<file path="src/rtl/rot_ctrl.sv">
// rot_ctrl: raster-scan sequencer for the image-rotation core; one DMA read and one remapped
// DMA write per pixel. Optional handshake watchdog enabled by defining ROTCTRL_TIMEOUT_EN.
module rot_ctrl #(
  parameter int PIX_SHIFT   = 2,
  parameter int TIMEOUT_CYC = 1024
) (
  input  logic        I_ROTCTRL_HCLK,
  input  logic        I_ROTCTRL_HRESET,
  input  logic [31:0] I_ROTCTRL_SRC_IMG,
  input  logic [31:0] I_ROTCTRL_DST_IMG,
  input  logic [15:0] I_ROTCTRL_IMG_H,
  input  logic [15:0] I_ROTCTRL_IMG_W,
  input  logic [1:0]  I_ROTCTRL_IMG_MODE,
  input  logic        I_ROTCTRL_IMG_DIR,
  input  logic        I_ROTCTRL_START,
  input  logic        I_ROTCTRL_SOFT_RESET,
  input  logic        I_ROTCTRL_INTR_MASK,
  input  logic        I_ROTCTRL_INTR_CLEAR,
  output logic        O_ROTCTRL_RD_REQ,
  output logic [31:0] O_ROTCTRL_RD_ADDR,
  input  logic        I_ROTCTRL_RD_ACK,
  input  logic [31:0] I_ROTCTRL_RD_DATA,
  output logic        O_ROTCTRL_WR_REQ,
  output logic [31:0] O_ROTCTRL_WR_ADDR,
  output logic [31:0] O_ROTCTRL_WR_DATA,
  input  logic        I_ROTCTRL_WR_ACK,
  output logic [15:0] O_ROTCTRL_NEW_H,
  output logic [15:0] O_ROTCTRL_NEW_W,
  output logic        O_ROTCTRL_BUSY,
  output logic        O_ROTCTRL_DONE,
  output logic        O_ROTCTRL_INTR,
  output logic        O_ROTCTRL_ERR,
  output logic [1:0]  O_ROTCTRL_DBG_STATE
);

  // Handshake: a REQ rises together with a stable address (and data for writes) and stays
  // high until its ACK is sampled high at a clock edge; that edge completes the transfer.

  typedef enum logic [1:0] {
    S_IDLE = 2'd0,
    S_RD   = 2'd1,
    S_WR   = 2'd2,
    S_DONE = 2'd3
  } state_t;

  state_t      state;
  logic        start_q;
  logic        done_flag;
  logic [15:0] x;
  logic [15:0] y;
  logic [15:0] cfg_w;
  logic [15:0] cfg_h;
  logic [31:0] cfg_src;
  logic [31:0] cfg_dst;
  logic [1:0]  cfg_rot;

  logic [1:0]  rot_in;
  logic        start_edge;
  logic        start_accept;
  logic        empty_img;
  logic        x_last;
  logic        last_pix;
  logic        done_set;
  logic        wd_fire;
  logic [15:0] nx;
  logic [15:0] ny;

  function automatic logic [31:0] src_index(input logic [15:0] fx, input logic [15:0] fy,
                                            input logic [15:0] fw);
    src_index = 32'(fy) * 32'(fw) + 32'(fx);
  endfunction

  function automatic logic [31:0] dst_index(input logic [15:0] fx, input logic [15:0] fy,
                                            input logic [15:0] fw, input logic [15:0] fh,
                                            input logic [1:0]  fr);
    logic [31:0] xr;
    logic [31:0] yr;
    logic [31:0] idx;
    xr = 32'(fw) - 32'd1 - 32'(fx);
    yr = 32'(fh) - 32'd1 - 32'(fy);
    case (fr)
      2'd0:    idx = 32'(fy) * 32'(fw) + 32'(fx);
      2'd1:    idx = 32'(fx) * 32'(fh) + yr;
      2'd2:    idx = yr * 32'(fw) + xr;
      default: idx = xr * 32'(fh) + 32'(fy);
    endcase
    dst_index = idx;
  endfunction

  function automatic logic [31:0] pix_addr(input logic [31:0] base, input logic [31:0] idx);
    pix_addr = base + (idx << PIX_SHIFT);
  endfunction

  // Counter-clockwise by k quarter turns equals clockwise by (4-k) mod 4.
  assign rot_in = I_ROTCTRL_IMG_DIR ? (2'd0 - I_ROTCTRL_IMG_MODE) : I_ROTCTRL_IMG_MODE;

  assign O_ROTCTRL_NEW_W = rot_in[0] ? I_ROTCTRL_IMG_H : I_ROTCTRL_IMG_W;
  assign O_ROTCTRL_NEW_H = rot_in[0] ? I_ROTCTRL_IMG_W : I_ROTCTRL_IMG_H;

  assign start_edge   = I_ROTCTRL_START & ~start_q;
  assign start_accept = (state == S_IDLE) & start_edge;
  assign empty_img    = (I_ROTCTRL_IMG_H == 16'd0) | (I_ROTCTRL_IMG_W == 16'd0);
  assign x_last       = (x == cfg_w - 16'd1);
  assign last_pix     = x_last & (y == cfg_h - 16'd1);
  assign nx           = x_last ? 16'd0 : x + 16'd1;
  assign ny           = x_last ? y + 16'd1 : y;

  assign done_set = (start_accept & empty_img)
                  | ((state == S_WR) & O_ROTCTRL_WR_REQ & I_ROTCTRL_WR_ACK & last_pix)
                  | wd_fire;

  assign O_ROTCTRL_BUSY      = (state == S_RD) | (state == S_WR);
  assign O_ROTCTRL_DONE      = done_flag;
  assign O_ROTCTRL_INTR      = done_flag & ~I_ROTCTRL_INTR_MASK;
  assign O_ROTCTRL_DBG_STATE = state;

`ifdef ROTCTRL_TIMEOUT_EN
  logic [31:0] wd_cnt;
  logic        stalled;
  logic        err_flag;

  assign stalled = (O_ROTCTRL_RD_REQ & ~I_ROTCTRL_RD_ACK) | (O_ROTCTRL_WR_REQ & ~I_ROTCTRL_WR_ACK);
  // Fires on the TIMEOUT_CYC-th consecutive stalled cycle of one request.
  assign wd_fire = stalled & (wd_cnt == 32'(TIMEOUT_CYC - 1));

  always_ff @(posedge I_ROTCTRL_HCLK or posedge I_ROTCTRL_HRESET) begin
    if (I_ROTCTRL_HRESET) begin
      wd_cnt <= 32'd0;
    end else if (I_ROTCTRL_SOFT_RESET || !stalled || wd_fire) begin
      wd_cnt <= 32'd0;
    end else begin
      wd_cnt <= wd_cnt + 32'd1;
    end
  end

  always_ff @(posedge I_ROTCTRL_HCLK or posedge I_ROTCTRL_HRESET) begin
    if (I_ROTCTRL_HRESET) begin
      err_flag <= 1'b0;
    end else if (I_ROTCTRL_SOFT_RESET || I_ROTCTRL_INTR_CLEAR) begin
      err_flag <= 1'b0;
    end else if (wd_fire) begin
      err_flag <= 1'b1;
    end else if (start_accept) begin
      err_flag <= 1'b0;
    end
  end

  assign O_ROTCTRL_ERR = err_flag;
`else
  assign wd_fire       = 1'b0;
  assign O_ROTCTRL_ERR = 1'b0;
`endif

  always_ff @(posedge I_ROTCTRL_HCLK or posedge I_ROTCTRL_HRESET) begin
    if (I_ROTCTRL_HRESET) begin
      state             <= S_IDLE;
      start_q           <= 1'b0;
      done_flag         <= 1'b0;
      x                 <= 16'd0;
      y                 <= 16'd0;
      cfg_w             <= 16'd0;
      cfg_h             <= 16'd0;
      cfg_src           <= 32'd0;
      cfg_dst           <= 32'd0;
      cfg_rot           <= 2'd0;
      O_ROTCTRL_RD_REQ  <= 1'b0;
      O_ROTCTRL_WR_REQ  <= 1'b0;
      O_ROTCTRL_RD_ADDR <= 32'd0;
      O_ROTCTRL_WR_ADDR <= 32'd0;
      O_ROTCTRL_WR_DATA <= 32'd0;
    end else begin
      start_q <= I_ROTCTRL_START;
      if (I_ROTCTRL_SOFT_RESET) begin
        state             <= S_IDLE;
        done_flag         <= 1'b0;
        x                 <= 16'd0;
        y                 <= 16'd0;
        O_ROTCTRL_RD_REQ  <= 1'b0;
        O_ROTCTRL_WR_REQ  <= 1'b0;
        O_ROTCTRL_RD_ADDR <= 32'd0;
        O_ROTCTRL_WR_ADDR <= 32'd0;
      end else begin
        case (state)
          S_IDLE: begin
            if (start_edge) begin
              cfg_src <= I_ROTCTRL_SRC_IMG;
              cfg_dst <= I_ROTCTRL_DST_IMG;
              cfg_w   <= I_ROTCTRL_IMG_W;
              cfg_h   <= I_ROTCTRL_IMG_H;
              cfg_rot <= rot_in;
              x       <= 16'd0;
              y       <= 16'd0;
              if (empty_img) begin
                state <= S_DONE;
              end else begin
                state             <= S_RD;
                O_ROTCTRL_RD_REQ  <= 1'b1;
                O_ROTCTRL_RD_ADDR <= I_ROTCTRL_SRC_IMG;
              end
            end
          end
          S_RD: begin
            if (wd_fire) begin
              O_ROTCTRL_RD_REQ <= 1'b0;
              state            <= S_DONE;
            end else if (I_ROTCTRL_RD_ACK) begin
              O_ROTCTRL_RD_REQ  <= 1'b0;
              O_ROTCTRL_WR_REQ  <= 1'b1;
              O_ROTCTRL_WR_DATA <= I_ROTCTRL_RD_DATA;
              O_ROTCTRL_WR_ADDR <= pix_addr(cfg_dst, dst_index(x, y, cfg_w, cfg_h, cfg_rot));
              state             <= S_WR;
            end
          end
          S_WR: begin
            if (wd_fire) begin
              O_ROTCTRL_WR_REQ <= 1'b0;
              state            <= S_DONE;
            end else if (I_ROTCTRL_WR_ACK) begin
              O_ROTCTRL_WR_REQ <= 1'b0;
              if (last_pix) begin
                state <= S_DONE;
              end else begin
                x                 <= nx;
                y                 <= ny;
                O_ROTCTRL_RD_REQ  <= 1'b1;
                O_ROTCTRL_RD_ADDR <= pix_addr(cfg_src, src_index(nx, ny, cfg_w));
                state             <= S_RD;
              end
            end
          end
          S_DONE: begin
            state <= S_IDLE;
          end
        endcase

        // Clear beats set; a freshly accepted start drops a stale flag.
        if (I_ROTCTRL_INTR_CLEAR) begin
          done_flag <= 1'b0;
        end else if (done_set) begin
          done_flag <= 1'b1;
        end else if (start_accept) begin
          done_flag <= 1'b0;
        end
      end
    end
  end

endmodule

</file>
<file path="config.mk">
export PLATFORM = sky130hd
export DESIGN_NAME = rot_ctrl
export DESIGN_NICKNAME = d
export VERILOG_FILES = /design/src/rtl/rot_ctrl.sv
export SDC_FILE = /design/constraint.sdc
export NUM_CORES = 2
export LEC_CHECK = 0
export BUFFER_PORTS_ARGS = -buffer_cell sky130_fd_sc_hd__buf_2
export CORE_ASPECT_RATIO = 0.9
export CORE_MARGIN = 5
export CORE_UTILIZATION = 55
export CTS_CLUSTER_SIZE = 20
export DETAILED_ROUTE_END_ITERATION = 10
export MAX_ROUTING_LAYER = met4
export PLACE_DENSITY = 0.7
export SYNTH_ARGS = -nofsm -noshare
export SYNTH_HDL_FRONTEND = slang
export SYNTH_SLANG_ARGS = --single-unit
</file>
<file path="constraint.sdc">
create_clock -name I_ROTCTRL_HCLK -period 14.9 [get_ports I_ROTCTRL_HCLK]
set_input_delay 1.49 -clock I_ROTCTRL_HCLK [delete_from_list [all_inputs] [get_ports I_ROTCTRL_HCLK]]
set_output_delay 1.49 -clock I_ROTCTRL_HCLK [all_outputs]
set_load 0.1 [all_outputs]
</file>
==> results.yml <==
min_path:
  hold_path_depth: 2
  hold_path.class: "reg2reg"
  hp-start: "O_ROTCTRL_WR_DATA[13]"
  min_to: "O_ROTCTRL_WR_DATA[13]"
clock_tree:
  clk_pin_slew_ns: 0.08
  cts_hold_buffers: 0
  post-cts-setup-buffers: 0
  insertion_delay_ns: 0.62
  clock-sinks: 232
  cts_buffer_depth: 3
  cts_resized: 0
  htree_levels: 1
  cts_buffers: 27
  clock-root-buffer: "clkbuf_16"
  cts_tree: "done"
synthesis:
  synthCells: 6965
  netlist_area_um2: 61800
  synthDistinctLibCells: 77
  synth.net_count: 8829
  yosysTopAreaCell: "fa_1"
  async_reset_ff_share_pct: 100
  synth_top_area_share_pct: 38.4
  synth-seq-area-share_pct: 9.39
  ys_ff_latch: 232
  yosys_most_used_dff: "dfrtp_1"
  syn_avg_cell_area_um2: 8.88
  synth_edf_count: 0
  yosys_warnings: 0
  ys_top_cells_by_area: "fa_1 (38%), ha_1 (11%), dfrtp_1 (9.4%), inv_1 (9.3%), nand2_1 (6.2%)"
finish:
  drive_gt1_share_pct: 8.98
  fillers: 9904
  mostFrequentLayoutCell: "inv_1"
  most-common-layout-cells: "inv_1 (1526), fa_1 (1185), nand2_1 (1021), ha_1 (539), and2_1 (522)"
  fin_nets: 8915
  post-route-cell-area_um2: 65700
  syn_to_final_growth_pct: 6.29
critical_path:
  reg2reg_depth: 46
  arrival_ns: 13.43
  r2r_end: "O_ROTCTRL_RD_ADDR[31]"
  worst-path-max-fanout: 41
  crit_path_end_kind: "flip-flop"
  crit_path_top_delay_cell: "xnor2_2"
  reg2reg_from: "cfg_w[1]"
  rrSetupSlack_ns: 2.00
  worstSetupPathType: "reg2reg"
  cp-start-kind: "flip-flop"
  slowest_delay_ns: 0.78
  cp.required_ns: 15.43
timing:
  fin_crit_sh_pct: 86.6
  fmax_mhz: 77.5
  finalSetupViolCount: 0
  slew_headroom_pct: 12.2
  fin_crit_ns: 12.90
  tightest_slew_ns: 1.32
  final-hold-violation-count: 0
  finClkSkew_ns: 0.0214
  rsz0062_at_grt: "false"
  setup-tns-final_ns: 0
  slew_viol_final: 0
placement:
  gp_congestion: 1.03
  placed_cell_area_um2: 64800
  dp_hpwl_mm: 150
  port_buffers: 273
routing:
  vias: 48500
  vias_per_cell: 5.67
  antenna_left: 0
  drcViolationCount: 0
  wl_per_cell_um: 22.1
  drt_iter0_drc: 4165
  dr.pass1.iters: 8
  routed_wl_mm: 189
floorplan:
  start_util_pct: 55.5
  die_y_um: 328
  rows: 116
  ios: 275
  die_area_um2: 119000
  core-area_um2: 111000
  die_w_um: 363
grt:
  gr-total-overflow: 0
  grt_max_degree: 121
  track_usage_pct: 33.2
  grt_pass1_wl_mm: 297
  antenna_found_initial: 12
  grt_pass1_vias: 51400
flow_run:
  maxCapViolations: 0
run_status:
  outcome: "finished clean"
kinds of logic after synthesis:
group                    share of synthesized area (%)
adder cells (fa/ha/maj)                           49.3
other                                          0.00607
XOR/XNOR                                          4.38
AND/OR/NAND/NOR                                   15.5
flip-flops                                        9.39
AO/OA/AOI/OAI                                     6.59
buffers and inverters                             11.3
multiplexers                                      3.50
cell usage after synthesis (all sizes together), types with 5 or more instances:
master      n
a2111oi     5
a211o       9
a211oi     16
a21boi      6
a21o       75
a21oi     174
a221oi      5
a22o       15
a31o        7
a31oi      21
and2      522
and3       22
buf        26
clkbuf    305
dfrtp     232
fa       1185
ha        540
inv      1527
mux2      123
mux2i      24
mux4       24
nand2    1021
nand2b     31
nand3      44
nand4      21
nor2      194
nor2b      51
nor3       43
nor3b       7
nor4       23
o211ai     11
o21a       41
o21ai     174
o21bai     24
o22ai       5
o31ai      17
o41ai       5
or2         8
or3        19
or4         7
xnor2     209
xor2       92
routing by layer:
| metal | vias up | wire length, um | track usage (%) |
|---|---|---|---|
| met3 | 436 | 19200 | 6.34 |
| met4 | 0 | 8310 | 11.5 |
| met5 | - | 0 | - |
| met2 | 2309 | 86300 | 51.9 |
| li1 | 21200 | - | - |
| met1 | 24500 | 75100 | 43.9 |
layout make-up:
cell class / count / area (um^2) / area share (%)
inverter: 1528 / 5740 / 8.74
timing repair buffer: 388 / 2230 / 3.39
sequential: 232 / 5820 / 8.86
tap: 1475 / 1850 / 2.81
clock buffer: 35 / 756 / 1.15
antenna: 15 / 37.5 / 0.0571
clock inverter: 11 / 126 / 0.192
multi-input combinational: 4874 / 49200 / 74.8
worst max-delay path, delay by kind of cell (launching register included):
family                   cells  cell delay, ns
adder cells (fa/ha/maj)     10            4.25
flip-flops                   1            0.37
buffers and inverters        8            1.45
AND/OR/NAND/NOR              9            2.37
XOR/XNOR                     2            0.90
AO/OA/AOI/OAI               17            3.46
per-stage QoR:
stage | instances | utilization (%) | hold WS [ns] | worst slack, ns
3_5_place_dp | 8497 | 58.1 | 0.456 | 2.19
5_1_grt | 8551 | 58.9 | 0.495 | 1.26
4_1_cts | 8543 | 58.9 | 0.473 | 2.15
3_3_place_gp | 8497 | 58.1 | 0.452 | 2.38
6_report | 8558 | 59.0 | 0.470 | 2.00
2_1_floorplan | 6965 | - | 0.462 | 3.34
registers in the layout, summed over array words and instances, names as in the netlist:
name                 count
O_ROTCTRL_RD_ADDR       32
O_ROTCTRL_WR_ADDR       32
O_ROTCTRL_WR_DATA       32
cfg_dst                 32
cfg_src                 32
cfg_h                   16
cfg_w                   16
x                       16
y                       16
O_ROTCTRL_DBG_STATE      2
cfg_rot                  2
O_ROTCTRL_DONE           1
O_ROTCTRL_RD_REQ         1
O_ROTCTRL_WR_REQ         1
start_q                  1
worst max path at each step:
stage	start	end	cells past startpoint
after floorplan	cfg_w[1]	O_ROTCTRL_RD_ADDR[31]	45
after global placement	cfg_w[1]	O_ROTCTRL_RD_ADDR[31]	46
after detailed placement	cfg_w[1]	O_ROTCTRL_RD_ADDR[31]	46
after CTS	cfg_w[1]	O_ROTCTRL_RD_ADDR[31]	46
after global routing	cfg_h[0]	O_ROTCTRL_WR_ADDR[31]	43
final	cfg_w[1]	O_ROTCTRL_RD_ADDR[31]	46
Power is not shown: default switching activity piles up to over one toggle a cycle in this logic, so the estimate is an artifact.
